$ cat src/rtl/bram_frame_writer.sv
// Subsamples an RGB444 pixel stream and writes it into a BRAM frame buffer,
// frame-aligned on frame_done and flagging frames of the wrong size.
module bram_frame_writer #(
   parameter int IMG_W  = 640,
   parameter int IMG_H  = 480,
   parameter int DECIM  = 2,
   parameter int ADDR_W = 17
) (
   input  logic              p_clock,
   input  logic              rst,
   input  logic [11:0]       pixel_data,
   input  logic              pixel_valid,
   input  logic              frame_done,
   output logic              wr_en,
   output logic [ADDR_W-1:0] wr_addr,
   output logic [11:0]       wr_data,
   output logic              frame_ready,
   output logic              frame_err,
   output logic [7:0]        frame_cnt,
   output logic [1:0]        fsm_state
);

   localparam logic [1:0] SYNC    = 2'd0;
   localparam logic [1:0] CAPTURE = 2'd1;
   localparam logic [1:0] CLOSE   = 2'd2;

   localparam int COL_W = $clog2(IMG_W + 1);
   localparam int ROW_W = $clog2(IMG_H + 1);

   localparam logic [COL_W-1:0]  COL_LAST = COL_W'(IMG_W - 1);
   localparam logic [ROW_W-1:0]  ROW_END  = ROW_W'(IMG_H);
   localparam logic [ADDR_W-1:0] PTR_MAX  = ADDR_W'((IMG_W / DECIM) * (IMG_H / DECIM) - 1);

   logic [1:0]        state_q, state_d;
   logic [COL_W-1:0]  col_q, col_d, col_base;
   logic [ROW_W-1:0]  row_q, row_d, row_base;
   logic [ADDR_W-1:0] ptr_q, ptr_d, ptr_base;
   logic              ovr_q, ovr_d, ovr_base;
   logic              wr_en_q, wr_en_d;
   logic [ADDR_W-1:0] wr_addr_q, wr_addr_d;
   logic [11:0]       wr_data_q, wr_data_d;
   logic              frame_ready_q, frame_ready_d;
   logic              frame_err_q, frame_err_d;
   logic [7:0]        frame_cnt_q, frame_cnt_d;
   logic              pix_en;
   logic              accept;

   always_comb begin
      state_d       = state_q;
      wr_en_d       = 1'b0;
      wr_addr_d     = wr_addr_q;
      wr_data_d     = wr_data_q;
      frame_ready_d = 1'b0;
      frame_err_d   = frame_err_q;
      frame_cnt_d   = frame_cnt_q;
      accept        = 1'b0;

      case (state_q)
         SYNC: begin
            if (frame_done) state_d = CAPTURE;
         end
         CAPTURE: begin
            if (frame_done) state_d = CLOSE;
         end
         CLOSE: begin
            state_d = CAPTURE;
            if (row_q == ROW_END && col_q == '0 && !ovr_q) begin
               frame_ready_d = 1'b1;
               frame_cnt_d   = frame_cnt_q + 8'd1;
            end else begin
               frame_err_d = 1'b1;
            end
         end
         default: state_d = SYNC;
      endcase

      // The CLOSE cycle clears the frame counters, but a pixel arriving in
      // that same cycle already belongs to the next frame.
      if (state_q == CLOSE) begin
         col_base = '0;
         row_base = '0;
         ptr_base = '0;
         ovr_base = 1'b0;
      end else begin
         col_base = col_q;
         row_base = row_q;
         ptr_base = ptr_q;
         ovr_base = ovr_q;
      end

      col_d  = col_base;
      row_d  = row_base;
      ptr_d  = ptr_base;
      ovr_d  = ovr_base;
      pix_en = pixel_valid && (state_q == CAPTURE || state_q == CLOSE);

      if (pix_en) begin
         accept = (DECIM == 1 || (!col_base[0] && !row_base[0]))
                  && (row_base < ROW_END) && (ptr_base <= PTR_MAX);
         if (row_base >= ROW_END) ovr_d = 1'b1;
         if (accept) begin
            wr_en_d   = 1'b1;
            wr_addr_d = ptr_base;
            wr_data_d = pixel_data;
            ptr_d     = ptr_base + ADDR_W'(1);
         end
         // Row saturates at IMG_H; anything beyond is already an overrun.
         if (col_base == COL_LAST) begin
            col_d = '0;
            if (row_base != ROW_END) row_d = row_base + ROW_W'(1);
         end else begin
            col_d = col_base + COL_W'(1);
         end
      end
   end

   always_ff @(posedge p_clock) begin
      if (rst) begin
         state_q       <= SYNC;
         col_q         <= '0;
         row_q         <= '0;
         ptr_q         <= '0;
         ovr_q         <= 1'b0;
         wr_en_q       <= 1'b0;
         wr_addr_q     <= '0;
         wr_data_q     <= '0;
         frame_ready_q <= 1'b0;
         frame_err_q   <= 1'b0;
         frame_cnt_q   <= '0;
      end else begin
         state_q       <= state_d;
         col_q         <= col_d;
         row_q         <= row_d;
         ptr_q         <= ptr_d;
         ovr_q         <= ovr_d;
         wr_en_q       <= wr_en_d;
         wr_addr_q     <= wr_addr_d;
         wr_data_q     <= wr_data_d;
         frame_ready_q <= frame_ready_d;
         frame_err_q   <= frame_err_d;
         frame_cnt_q   <= frame_cnt_d;
      end
   end

   assign wr_en       = wr_en_q;
   assign wr_addr     = wr_addr_q;
   assign wr_data     = wr_data_q;
   assign frame_ready = frame_ready_q;
   assign frame_err   = frame_err_q;
   assign frame_cnt   = frame_cnt_q;
   assign fsm_state   = state_q;

endmodule

$ cat config.mk
export PLATFORM = sky130hd
export DESIGN_NAME = bram_frame_writer
export DESIGN_NICKNAME = d
export VERILOG_FILES = /design/src/rtl/bram_frame_writer.sv
export SDC_FILE = /design/constraint.sdc
export NUM_CORES = 1
export LEC_CHECK = 0
export CAP_MARGIN = 20
export CORE_UTILIZATION = 35
export DETAILED_ROUTE_END_ITERATION = 7
export GPL_ROUTABILITY_DRIVEN = 0
export PLACE_DENSITY = 0.57
export SKIP_LAST_GASP = 1
export SYNTH_ARGS = -nofsm -noshare
export SYNTH_HDL_FRONTEND = slang
export SYNTH_SLANG_ARGS = --single-unit
$ cat constraint.sdc
create_clock -name p_clock -period 2.9 [get_ports p_clock]
set_input_delay 0.29 -clock p_clock [delete_from_list [all_inputs] [get_ports p_clock]]
set_output_delay 0.29 -clock p_clock [all_outputs]
set_load 0.1 [all_outputs]
==> results of run 1 <==
## layout make-up
cell class,instances,share of cell area
clock buffers,11,0.0500
clock inverters,5,0.00789
inverters,12,0.00888
multi-input cells,368,0.465
flip-flops and latches,79,0.313
well taps,143,0.0353
repair buffers,75,0.120
## power groups by stage
stage / logic (mW) / clock network (mW) / registers (mW)
floorplan: 0.171 / 0 / 1.32
global placement: 0.451 / 0 / 1.15
detailed placement: 0.454 / 0 / 1.16
CTS: 0.454 / 1.14 / 1.13
global route: 0.485 / 1.18 / 1.14
finish: 0.455 / 1.11 / 1.13
## layer usage
layer / GRT usage / wire (um) / up-vias
met4: 0.0677 / 213 / 0
met3: 0.0429 / 450 / 24
li1: - / - / 1889
met2: 0.305 / 5190 / 94
met1: 0.244 / 5180 / 1848
met5: 0 / 0 / -
## path summary, 6_finish.rpt
kind | startpoint | endpoint | slack, ps | cells past startpoint
worst max-delay path | fsm_state[1]$_SDFFE_PP0P_ | ptr_q[7]$_SDFF_PP0_ | 170 | 7
worst min-delay path | wr_addr[15]$_SDFFE_PP0P_ | wr_addr[15]$_SDFFE_PP0P_ | 460 | 2
worst max register to register | fsm_state[1]$_SDFFE_PP0P_ | ptr_q[7]$_SDFF_PP0_ | 170 | 7
worst min register to register | wr_addr[15]$_SDFFE_PP0P_ | wr_addr[15]$_SDFFE_PP0P_ | 460 | 2
## worst max-delay path: stages, from the launching register on
cell and delay [ps]:
dfxtp_2 380, inv_1 100, ha_1 360, nand2_1 180
a211o_4 470, o41a_1 580, a21oi_1 210, mux2_2 350
## per-stage QoR
step	power [mW]	setup WS (ps)	util
finish	2.69	166	0.444
global placement	1.61	186	0.418
global route	2.80	21.2	0.444
floorplan	1.49	21.6	-
detailed placement	1.61	133	0.418
CTS	2.72	124	0.444
## flip-flops by register name, indices dropped and copies added, names as in the netlist
| name | count |
|---|---|
| ptr_q | 17 |
| wr_addr | 17 |
| wr_data | 12 |
| col_q | 10 |
| row_q | 9 |
| frame_cnt | 8 |
| fsm_state | 2 |
| frame_err | 1 |
| frame_ready | 1 |
| ovr_q | 1 |
| wr_en | 1 |
## logic make-up after synthesis
group,Yosys count
xor+xnor,13
compound gates,116
mux,18
simple gates,211
flops,79
buf+inv,42
fa+ha+maj,10
## synth_stat cells, drive strengths merged (10+ instances only)
| library cell | instances |
|---|---|
| inv | 12 |
| nand4 | 15 |
| mux2 | 11 |
| a21oi | 34 |
| nand3 | 41 |
| nor2b | 19 |
| nor2 | 36 |
| buf | 10 |
| a31oi | 16 |
| nand2 | 43 |
| nor3 | 10 |
| clkbuf | 20 |
| ha | 10 |
| o21ai | 32 |
| dfxtp | 79 |
| or3 | 10 |
## what timing repair did
action / 4_1_cts / 5_1_grt
resized for setup: 0 / 1
endpoints found under the setup margin: 0 / 1
hold buffers: 0 / 0
==> results.tsv, run 1 <==
stage	metric	value	unit
clock_network	clk_pin_slew	60	ps
logic_synthesis	synth_area	4110	um^2
sta	fin_crit	2730	ps
logic_synthesis	async_flop_share	0	
critical_path	worst_setup_path_end_kind	flop	
drt	vias	3855	
logic_synthesis	synth_xor_area_frac	0.0277	
critical_path	path_max_fanout	21	
die	die_x	110	um
grt	grt_util_all_layers	0.188	
clock_network	cts_root_buf	clkbuf_16	
die	rows	39	
power_and_ir_drop	p_leak	1.90	nW
cells_and_area	fill_cells	1156	
clock_network	cts_made_buffers	9	
power_and_ir_drop	powerDensity	531	nW/um^2
grt	grt_overflow	0	
place	placed_cells	677	
logic_synthesis	synth_area_per_cell	8.40	um^2
logic_synthesis	synth_compound_area_frac	0.185	
cells_and_area	final_common_cell	dfxtp_1	
logic_synthesis	synth_fa_ha_area_frac	0.0305	
clock_network	ctsHtreeMaxLevel	3	
status	outcome	completed	
logic_synthesis	synth-seq-area-share	0.385	
sta	fin_crit_sh	0.943	
sta	slew_viol_final	0	
place	port_buffers	57	
logic_synthesis	synth_edf_count	0	
logic_synthesis	synth-main-ff-cell	dfxtp_1	
flow_run	max_cap_viol_count	0	
die	core	11400	um^2
place	hpwl	7.63	mm
logic_synthesis	synth_top_area_frac	0.385	
sta	relSlewSlack	0.390	
grt	antenna_found_initial	0	
power_and_ir_drop	p_clk_frac	0.411	
drt	drtAntennaViolNets	0	
drt	dr.first_iter.drc_count	335	
logic_synthesis	synth_top_cell_by_area	dfxtp_1	
cells_and_area	antenna-diode-count	0	
critical_path	crit_path_start_kind	flop	
grt	grt_max_degree	53	
cells_and_area	final_nets	571	
cells_and_area	final_layout_size_suffix_gt1_frac	0.200	
cells_and_area	seqCellArea	1590	um^2
logic_synthesis	synth_top_family_by_area	simple AND/OR/NAND/NOR gates	
logic_synthesis	synth_cell_types	62	
hold_path	hp-class	flop to flop	
drt	drc	0	
drt	viasPerCell	5.56	
die	die_h	110	um
cells_and_area	design_area	5070	um^2
sta	timing.hold.ws	460	ps
power_and_ir_drop	peakVddDrop	0.000461	V
clock_network	clock_sinks	79	
drt	wl_per_cell	15.9	um
sta	finalSetupTns	0	ps
clock_network	cts_setup_buffers	0	
die	io_pins	58	
logic_synthesis	yosys_warnings	0	
grt	grt_pass1_wl	17.7	mm
power_and_ir_drop	p_sw	0.819	mW
sta	setup_violations	0	
logic_synthesis	synth_fp_nets	515	
critical_path	cp.required	3130	ps
grt	grt_pass1_vias	3537	
drt	drt_wl_total	11.0	mm
logic_synthesis	synth-simple-area-share	0.280	
clock_network	worst_skew_pair.late_latency	340	ps
sta	max_freq	366	MHz
cells_and_area	area_delta_synth_final	23.6	%
power_and_ir_drop	seqPwrFrac	0.420	
power_and_ir_drop	power_frac_comb	0.169	
logic_synthesis	synth.area.mux_share	0.0472	
logic_synthesis	ys_ff_latch	79	
cells_and_area	multi_input_area	2360	um^2
drt	firstDrtPassIters	5	
logic_synthesis	syn_inst	489	
power_and_ir_drop	p_int	1.88	mW
cells_and_area	mostFrequentLayoutCells	dfxtp_1 (77), buf_4 (59), nand2_1 (41), nand3_1 (41), nor2_1 (36)	
critical_path	worstPathArrival	2960	ps
cells_and_area	instances_no_fill	693	
critical_path	critPathKind	flop to flop	
sta	fin_worst_skew	6.26	ps
sta	grt_setup_unrepaired	no	
die	die-area	12200	um^2
clock_network	cts_tree	done	
sta	finalHoldViolCount	0	
logic_synthesis	ys_top_cells_by_area	dfxtp_1 (39%), nand3_1 (5.0%), a21oi_1 (4.1%), nand2_1 (3.8%), o21ai_0 (3.8%)	
place	dpl_cell_area	4770	um^2
sta	tightest_slew	914	ps
clock_network	cts_buffer_depth	2	
power_and_ir_drop	switching_share	0.304	
die	initial_core_util	0.360	
(Power assumes the default switching activity.)
==> run 2: changes to the inputs <==
--- a/config.mk
+++ b/config.mk
@@ -6,10 +6,13 @@
 export NUM_CORES = 1
 export LEC_CHECK = 0
 export CAP_MARGIN = 20
+export CELL_PAD_IN_SITES_DETAIL_PLACEMENT = 1
+export CELL_PAD_IN_SITES_GLOBAL_PLACEMENT = 1
 export CORE_UTILIZATION = 35
 export DETAILED_ROUTE_END_ITERATION = 7
 export GPL_ROUTABILITY_DRIVEN = 0
-export PLACE_DENSITY = 0.57
+export MAX_ROUTING_LAYER = met4
+export PLACE_DENSITY = 0.73
 export SKIP_LAST_GASP = 1
 export SYNTH_ARGS = -nofsm -noshare
 export SYNTH_HDL_FRONTEND = slang
==> run 2 against run 1 <==
  * Global-route usage up 3.1 points
  * Count of clock-buffer cells in the layout down 1
  * Routed wire length up 11%
  * Non-clock buffer count up 1
  * Clock power about the same
  * Die area unchanged
  * Final cell count up 0.14%
  * First-iteration DRC count down 21%
  * Design area up 0.12%
  * Fmax down 1.3%
  * Critical endpoint is now ptr_q[12]$_SDFF_PP0_
  * Highest routed layer unchanged
==> results.tsv, run 2 (same netlist as run 1, synthesis figures left out) <==
stage	metric	value	unit	change
power_and_ir_drop	seqPwrFrac	0.417		was 0.420
sta	grt_setup_unrepaired	no		unchanged
sta	max_freq	361	MHz	was 366 MHz
sta	relSlewSlack	0.559		was 0.390
drt	wl_per_cell	17.7	um	was 15.9 um
drt	drtAntennaViolNets	0		unchanged
critical_path	path_buf_inv	2		was 1
cells_and_area	area_delta_synth_final	23.8	%	was 23.6%
cells_and_area	fill_cells	1386		was 1156
grt	grt_max_degree	62		was 53
die	die_h	110	um	unchanged
clock_network	worst_skew_pair.late_latency	340	ps	about the same
die	die-area	12200	um^2	unchanged
critical_path	worstPathCellList	inv_2, ha_2, and4b_4, a211o_4, o41a_1, buf_4, a211oi_2, mux2i_1		was inv_1, ha_1, nand2_1, a211o_4, o41a_1, a21oi_1, mux2_2
die	initial_core_util	0.360		unchanged
critical_path	path_max_fanout	15		was 21
clock_network	cts_setup_buffers	0		unchanged
sta	tightest_slew	659	ps	was 914 ps
critical_path	crit_path_start_kind	flop		unchanged
clock_network	ctsHoldBuffers	0		unchanged
cells_and_area	final_nets	572		was 571
drt	firstDrtPassIters	4		was 5
sta	fin_crit	2770	ps	was 2730 ps
power_and_ir_drop	peakVddDrop	0.000306	V	was 0.000461 V
power_and_ir_drop	power_frac_comb	0.169		about the same
drt	dr.first_iter.drc_count	265		was 335
clock_network	cts_tree	done		unchanged
cells_and_area	final_layout_size_suffix_gt1_frac	0.201		was 0.200
critical_path	slowest_delay	580	ps	about the same
cells_and_area	final_common_cell	dfxtp_1		unchanged
critical_path	worst_setup_path_end_kind	flop		unchanged
cells_and_area	instances_no_fill	694		was 693
place	port_buffers	57		unchanged
hold_path	hp-class	primary input to flop		was flop to flop
clock_network	ctsHtreeMaxLevel	3		unchanged
power_and_ir_drop	p_sw	0.815	mW	was 0.819 mW
critical_path	cp.required	3160	ps	was 3130 ps
status	outcome	completed		unchanged
sta	slew_viol_final	0		unchanged
drt	vias	3865		was 3855
sta	finalHoldViolCount	0		unchanged
clock_network	clk_pin_slew	60	ps	about the same
cells_and_area	antenna-diode-count	0		unchanged
clock_network	cts_root_buf	clkbuf_16		unchanged
critical_path	critPathKind	flop to flop		unchanged
sta	timing.hold.ws	393	ps	was 460 ps
critical_path	crit_family	compound AO/OA/AOI/OAI gates		unchanged
power_and_ir_drop	powerDensity	535	nW/um^2	was 531 nW/um^2
grt	grt_pass1_wl	19.9	mm	was 17.7 mm
clock_network	cts_made_buffers	9		unchanged
place	hpwl	8.78	mm	was 7.63 mm
power_and_ir_drop	switching_share	0.300		was 0.304
power_and_ir_drop	p_int	1.90	mW	was 1.88 mW
power_and_ir_drop	p_clk_frac	0.414		was 0.411
clock_network	cts_buffer_depth	2		unchanged
grt	antenna_found_initial	0		unchanged
grt	grt_pass1_vias	3979		was 3537
critical_path	r2r_slack	130	ps	was 170 ps
power_and_ir_drop	p_leak	1.92	nW	was 1.90 nW
clock_network	cts.repair.resized	0		unchanged
clock_network	clock_sinks	79		unchanged
flow_run	max_cap_viol_count	0		unchanged
drt	drt_wl_total	12.3	mm	was 11.0 mm
grt	grt_util_all_layers	0.219		was 0.188
drt	viasPerCell	5.57		was 5.56
sta	fin_crit_sh	0.955		was 0.943
die	rows	39		unchanged
die	io_pins	58		unchanged
die	core	11400	um^2	unchanged
critical_path	critPathSlowestCell	o41a_1		unchanged
grt	grt_overflow	0		unchanged
place	placed_cells	678		was 677
sta	fin_worst_skew	6.79	ps	was 6.26 ps
cells_and_area	mostFrequentLayoutCells	dfxtp_1 (77), buf_4 (59), nand2_1 (41), nand3_1 (41), nor2_1 (36)		unchanged
critical_path	worstPathArrival	3030	ps	was 2960 ps
drt	drc	0		unchanged
sta	setup_violations	0		unchanged
die	die_x	110	um	unchanged
sta	finalSetupTns	0	ps	unchanged
-- run 2: path summary, 6_finish.rpt --
check	startpoint	depth (start not counted)	endpoint
max	fsm_state[0]$_SDFFE_PP0P_	8	ptr_q[12]$_SDFF_PP0_
min	rst	2	row_q[5]$_SDFF_PP0_
max reg2reg	fsm_state[0]$_SDFFE_PP0P_	8	ptr_q[12]$_SDFF_PP0_
min reg2reg	wr_addr[15]$_SDFFE_PP0P_	2	wr_addr[15]$_SDFFE_PP0P_
-- run 2: power groups by stage --
stage          combinational (mW)  clock [mW]  sequential (mW)
6_report                    0.461        1.13             1.13
5_1_grt                     0.492        1.20             1.14
4_1_cts                     0.463        1.15             1.13
3_5_place_dp                0.462           0             1.16
3_3_place_gp                0.448           0             1.16
2_1_floorplan               0.171           0             1.32
-- run 2: per-stage QoR --
step	worst slack [ps]	area [um^2]	total power, mW	util
floorplan	21.6	4120	1.49	-
global placement	193	4790	1.60	0.420
detailed placement	109	4790	1.62	0.420
CTS	107	5080	2.75	0.445
global route	11.4	5080	2.83	0.445
finish	131	5080	2.72	0.445
-- run 2: worst register-to-register path: cells and delay by family (launching register included) --
kind,cells,cell delay (ps)
adders and majority gates,1,350
AOI/OAI and AO/OA,3,1170
DFF,1,360
buffers and inverters,2,340
and+or+nand+nor,1,280
muxes,1,210
-- run 2: cell type report --
class / count / area (um^2) / area share
multi-input cells: 368 / 2350 / 0.463
flip-flops and latches: 79 / 1590 / 0.312
repair buffers: 76 / 628 / 0.124
clock buffers: 10 / 229 / 0.0451
well taps: 143 / 179 / 0.0352
clock inverters: 6 / 61.3 / 0.0121
inverters: 12 / 45.0 / 0.00886
-- run 2: layer usage --
metal  track usage  routed length, um  share of wire
met5             -                  0              0
met4        0.0592                127          0.010
met2         0.365               6190           0.50
met1         0.262               5560           0.45
met3        0.0553                387          0.032
==> run 3: changes to the inputs <==
--- a/config.mk
+++ b/config.mk
@@ -14,6 +14,7 @@
 export MAX_ROUTING_LAYER = met4
 export PLACE_DENSITY = 0.73
 export SKIP_LAST_GASP = 1
+export SLEW_MARGIN = 30
 export SYNTH_ARGS = -nofsm -noshare
 export SYNTH_HDL_FRONTEND = slang
 export SYNTH_SLANG_ARGS = --single-unit
==> results of run 3 <==
Final layout, timing and power as in run 2 (identical DEF).
